**config.mk**
```make
export PLATFORM = sky130hd
export DESIGN_NAME = clk_en_scheduler
export DESIGN_NICKNAME = d
export VERILOG_FILES = /design/src/rtl/clk_sched_pkg.sv /design/src/rtl/clk_en_scheduler_phase_counter.sv /design/src/rtl/clk_en_scheduler.sv
export SDC_FILE = /design/constraint.sdc
export NUM_CORES = 1
export LEC_CHECK = 0
export ABC_CLOCK_PERIOD_IN_PS = 6800
export BUFFER_PORTS_ARGS = -buffer_cell sky130_fd_sc_hd__buf_2
export CORE_UTILIZATION = 55
export DETAILED_ROUTE_END_ITERATION = 8
export PLACE_DENSITY = 0.81
export SLEW_MARGIN = 20
export SYNTH_ARGS = -nofsm -noshare
export SYNTH_HDL_FRONTEND = slang
export SYNTH_SLANG_ARGS = --single-unit
```
**constraint.sdc**
```tcl
create_clock -name Pll_CLK -period 6.8 [get_ports Pll_CLK]
set_input_delay 0.34 -clock Pll_CLK [delete_from_list [all_inputs] [get_ports Pll_CLK]]
set_output_delay 0.34 -clock Pll_CLK [all_outputs]
set_load 0.01 [all_outputs]
```
**src/rtl/clk_sched_pkg.sv**
```systemverilog
// rtl/clk_sched_pkg.sv - shared state type and reset defaults for the clock-enable scheduler
package clk_sched_pkg;

  // IDLE: parked, ARM: one-cycle counter clear, RUN: strobing, DRAIN: finishing the last period
  typedef enum logic [1:0] {
    ST_IDLE  = 2'd0,
    ST_ARM   = 2'd1,
    ST_RUN   = 2'd2,
    ST_DRAIN = 2'd3
  } sched_state_t;

  // Divide ratio and DAC strobe offset in force after reset
  localparam int RST_DIV_DEF   = 2;
  localparam int RST_PHASE_DEF = 1;

  // Smallest ratio that still leaves room for two distinct strobe slots
  localparam int MIN_DIV       = 2;

endpackage

```
**src/rtl/clk_en_scheduler_phase_counter.sv**
```systemverilog
// rtl/clk_en_scheduler_phase_counter.sv - modulo-N period counter with clear, enable and wrap flag
module phase_counter #(
  parameter int DIV_W = 8
) (
  input  logic             Pll_CLK,
  input  logic             RESETn,
  input  logic             clr,
  input  logic             en,
  input  logic [DIV_W-1:0] div,
  output logic [DIV_W-1:0] cnt,
  output logic             wrap
);

  // Last slot of the period; the caller qualifies it with its own enable
  assign wrap = (cnt == (div - DIV_W'(1)));

  // Count 0..div-1 while enabled, clear overrides counting
  always_ff @(posedge Pll_CLK or negedge RESETn) begin
    if (!RESETn) begin
      cnt <= '0;
    end else if (clr) begin
      cnt <= '0;
    end else if (en) begin
      cnt <= wrap ? '0 : cnt + DIV_W'(1);
    end
  end

endmodule

```
**src/rtl/clk_en_scheduler.sv**
```systemverilog
// rtl/clk_en_scheduler.sv - function-generator / DAC clock-enable scheduler with safe reconfiguration
module clk_en_scheduler
  import clk_sched_pkg::*;
#(
  parameter int DIV_W     = 8,
  parameter int RST_DIV   = RST_DIV_DEF,
  parameter int RST_PHASE = RST_PHASE_DEF
) (
  input  logic             Pll_CLK,
  input  logic             RESETn,
  input  logic             run,
  input  logic             cfg_req,
  input  logic [DIV_W-1:0] cfg_div,
  input  logic [DIV_W-1:0] cfg_phase,
  output logic             cfg_ack,
  output logic             cfg_err,
  output logic             fg_ce,
  output logic             dac_ce,
  output logic             busy
);

  sched_state_t     state;
  sched_state_t     state_nxt;

  logic [DIV_W-1:0] cnt;
  logic [DIV_W-1:0] div_n;
  logic [DIV_W-1:0] phase_p;
  logic [DIV_W-1:0] shadow_div;
  logic [DIV_W-1:0] shadow_phase;
  logic             pend;
  logic             wrap;
  logic             active;
  logic             period_end;
  logic             req_take;
  logic             req_valid;
  logic             apply_pend;
  logic             ack_q;
  logic             err_q;

  phase_counter #(
    .DIV_W (DIV_W)
  ) u_phase_counter (
    .Pll_CLK (Pll_CLK),
    .RESETn  (RESETn),
    .clr     (!active),
    .en      (active),
    .div     (div_n),
    .cnt     (cnt),
    .wrap    (wrap)
  );

  // Request qualification and the points where a parked request may take effect:
  // whenever no period is running, or exactly on the wrap edge of a running period
  always_comb begin
    active     = (state == ST_RUN) || (state == ST_DRAIN);
    period_end = active && wrap;
    req_take   = cfg_req && !pend;
    req_valid  = (cfg_div >= DIV_W'(MIN_DIV)) && (cfg_phase < cfg_div);
    apply_pend = pend && (!active || period_end);
  end

  // State register
  always_ff @(posedge Pll_CLK or negedge RESETn) begin
    if (!RESETn) begin
      state <= ST_IDLE;
    end else begin
      state <= state_nxt;
    end
  end

  // Next state and strobe decode; strobes come only from state/cnt/phase registers
  always_comb begin
    state_nxt = state;
    fg_ce     = 1'b0;
    dac_ce    = 1'b0;
    busy      = 1'b1;
    case (state)
      ST_IDLE: begin
        busy = 1'b0;
        if (run) begin
          state_nxt = ST_ARM;
        end
      end
      ST_ARM: begin
        state_nxt = ST_RUN;
      end
      ST_RUN: begin
        fg_ce  = (cnt == '0);
        dac_ce = (cnt == phase_p);
        if (!run) begin
          state_nxt = ST_DRAIN;
        end
      end
      ST_DRAIN: begin
        fg_ce  = (cnt == '0);
        dac_ce = (cnt == phase_p);
        if (run) begin
          state_nxt = ST_RUN;
        end else if (wrap) begin
          state_nxt = ST_IDLE;
        end
      end
      default: begin
        state_nxt = ST_IDLE;
      end
    endcase
  end

  // Configuration handling: reject, apply immediately when idle, or park in the
  // shadow until the running period wraps so no period is cut short or stretched
  always_ff @(posedge Pll_CLK or negedge RESETn) begin
    if (!RESETn) begin
      div_n        <= DIV_W'(RST_DIV);
      phase_p      <= DIV_W'(RST_PHASE);
      shadow_div   <= '0;
      shadow_phase <= '0;
      pend         <= 1'b0;
      ack_q        <= 1'b0;
      err_q        <= 1'b0;
    end else begin
      ack_q <= 1'b0;
      if (apply_pend) begin
        div_n   <= shadow_div;
        phase_p <= shadow_phase;
        pend    <= 1'b0;
        ack_q   <= 1'b1;
        err_q   <= 1'b0;
      end else if (req_take) begin
        if (!req_valid) begin
          ack_q <= 1'b1;
          err_q <= 1'b1;
        end else if (!active) begin
          div_n   <= cfg_div;
          phase_p <= cfg_phase;
          ack_q   <= 1'b1;
          err_q   <= 1'b0;
        end else begin
          pend         <= 1'b1;
          shadow_div   <= cfg_div;
          shadow_phase <= cfg_phase;
        end
      end
    end
  end

  assign cfg_ack = ack_q;
  assign cfg_err = err_q;

endmodule
```
==> flow_summary.json <==
{
  "yosys.area.top_type_share": 0.419,
  "tightest_slew_ps": 870,
  "stdcell_count": 298,
  "synth-adder-area-share": 0.0487,
  "rr_worst_depth": 8,
  "die_h_um": 70.3,
  "synth_compound_area_frac": 0.0682,
  "cpMaxStageDelayCell": "a21o_1",
  "crit_path_end_kind": "flip-flop",
  "h-tree-depth": 2,
  "worstSetupPathType": "flip-flop to flip-flop",
  "port_buffers": 24,
  "intPower_mw": 0.725,
  "grtUsageMet3": 0.0447,
  "drc": 0,
  "insertion_delay_ps": 300,
  "drt-pass1-iter-count": 4,
  "cts_setup_buffers": 0,
  "wire_per_inst_um": 17.6,
  "cts_hold_buf": 0,
  "antenna_found_initial": 0,
  "holdWs_ps": 26.5,
  "syn_nets": 252,
  "final_cell_mix": "43 x dfrtp_1, 36 x mux2_2, 23 x buf_2",
  "core_area_um2": 4410,
  "critPathLaunch": "div_n[0]",
  "combPwrFrac": 0.380,
  "avgSynthCellArea_um2": 11.6,
  "routed_wl_mm": 5.24,
  "fin_nets": 275,
  "slew-limit-headroom": 0.420,
  "r2r_start": "div_n[0]",
  "synth-seq-cells": 45,
  "multi_input_area_um2": 1330,
  "cts-root-buf": "clkbuf_8",
  "crit_cells": 8,
  "synth_flop_cell": "dfrtp_1",
  "seq_area_um2": 1130,
  "hold_path_class": "input pin to async pin",
  "grtUsageMet1": 0.309,
  "drt-vias-per-instance": 5.91,
  "cts.sinks": 45,
  "sw_frac_of_total": 0.350,
  "gp_congestion": 0.878,
  "cts_tree": "built",
  "layout-drive-gt1-share": 0.350,
  "power_switching_mw": 0.390,
  "antenna_cells": 0,
  "pwr-share-seq": 0.457,
  "fmax_ghz": 0.330,
  "async_flop_share": 1.00,
  "arrival_ps": 3220,
  "r2r_end": "phase_p[1]",
  "fin_crit_sh": 0.446,
  "postRouteAntennaNets": 0,
  "synthTopCellsByArea": "dfrtp_1 42%, mux2_2 16%, mux2_4 5.3%",
  "setup_tns_ps": 0,
  "cts_resized": 0,
  "synthMuxAreaShare": 0.222,
  "startpoint_type": "flip-flop",
  "synthCells": 222,
  "yosys.area_share.simple": 0.105,
  "grt_pass1_vias": 1762,
  "synth_xor_area_frac": 0.0750,
  "grt_max_degree": 46,
  "via_count": 1762,
  "yosysTopAreaCell": "dfrtp_1",
  "regToRegSetupSlack_ps": 3770,
  "setup_viol": 0,
  "cap_violations": 0,
  "crit_path_cell_trace": "inv_1, ha_1, or3b_4, or4_4, a22oi_2, o211ai_2, a21o_1, mux2_4",
  "drv_slew": 0,
  "synth_edf_count": 0,
  "p_per_area_nw_per_um2": 396,
  "ioPinCount": 25,
  "overflow": 0,
  "placed_cells": 290,
  "syn_area_um2": 2570,
  "p_leak_nw": 1.34,
  "clockBufferDepth": 2,
  "final_common_cell": "dfrtp_1",
  "path_buf_inv": 1,
  "cp.required_ps": 6990,
  "clk_pin_slew_ps": 80,
  "status": "finished clean",
  "cts_buffers": 5,
  "grt_util_all_layers": 0.233,
  "yosysUniqueCellTypes": 41,
  "layout_min_cycle_time_ps": 3030,
  "fp.dieArea_um2": 4950,
  "crit_fanout": 17,
  "die_x_um": 70.3,
  "initial_core_util": 0.582,
  "grt_use_met2": 0.376,
  "ir_drop_mv": 0.230,
  "finalClockSkew_ps": 5.51,
  "top_usage_layer": "met2",
  "grt_pass1_wl_mm": 8.80,
  "synth_top_family_by_area": "multiplexers",
  "slowest_delay_ps": 530,
  "row_count": 24,
  "nFillCells": 347,
  "synth_seq_area_share": 0.440,
  "drtIter0Drc": 128,
  "crit_family": "simple AND/OR/NAND/NOR gates",
  "clkPwrFrac": 0.163,
  "rsz0062_at_grt": "no",
  "syn2layout_area_growth_pct": 9.60,
  "final-hold-violation-count": 0,
  "dp_hpwl_mm": 3.78,
  "ys_warn_count": 0
}
-- worst max path at each step --
stage / end / slack, ps
after global routing: phase_p[1] / 3610
after global placement: div_n[7] / 3820
after CTS: phase_p[1] / 3760
after detailed placement: phase_p[1] / 3790
final: phase_p[1] / 3770
after floorplan: div_n[6] / 4120
-- metal layers --
metal,wire (um),share of wire
met1,2380,0.45
met2,2580,0.49
met3,175,0.033
met4,102,0.019
met5,0,0
-- stage by stage --
stage	instance area, um^2	utilization	setup WS, ps	power [mW]
after detailed placement	2710	0.614	3790	0.936
after floorplan	2570	-	4120	0.833
final	2810	0.637	3770	1.12
after global placement	2710	0.614	3820	0.910
after global routing	2810	0.637	3610	1.19
after CTS	2810	0.637	3760	1.12
-- flip-flops by register name, summed over array words and instances, names as in the netlist --
register	flops
cfg_ack	1
shadow_div	8
u_phase_counter.cnt	8
shadow_phase	8
cfg_err	1
div_n	8
phase_p	8
state	2
pend	1
-- power groups by stage --
stage	logic, mW	registers (mW)	clock network [mW]
2_1_floorplan	0.380	0.453	0
3_3_place_gp	0.405	0.506	0
3_5_place_dp	0.423	0.514	0
4_1_cts	0.427	0.509	0.186
5_1_grt	0.465	0.527	0.196
6_report	0.424	0.510	0.182
-- cells by family after synthesis --
logic type / after synthesis
fa+ha+maj: 10
flops: 45
simple gates: 49
buf+inv: 24
compound gates: 24
xor+xnor: 22
mux: 48
-- cell usage after synthesis, types with 3 or more instances --
| cell type | instances |
|---|---|
| a21o_1 | 3 |
| a21oi_1 | 5 |
| and3_1 | 4 |
| clkbuf_1 | 6 |
| dfrtp_1 | 43 |
| ha_1 | 10 |
| inv_1 | 15 |
| mux2_2 | 36 |
| mux2_4 | 9 |
| mux2i_1 | 3 |
| nand2_1 | 7 |
| nand3_1 | 9 |
| nand4_1 | 3 |
| nor2_1 | 9 |
| nor3_1 | 3 |
| nor4_1 | 4 |
| o21ai_0 | 3 |
| xnor2_1 | 11 |
| xor2_1 | 11 |
-- area by class of cell --
type | instances | share of cell area
clock inverter | 1 | 0.00178
tap | 52 | 0.0231
clock buffer | 7 | 0.0342
timing repair buffer | 25 | 0.0462
multi-input combinational | 153 | 0.474
sequential | 45 | 0.401
inverter | 15 | 0.0200
No activity file was read; power rests on OpenSTA's default activity.
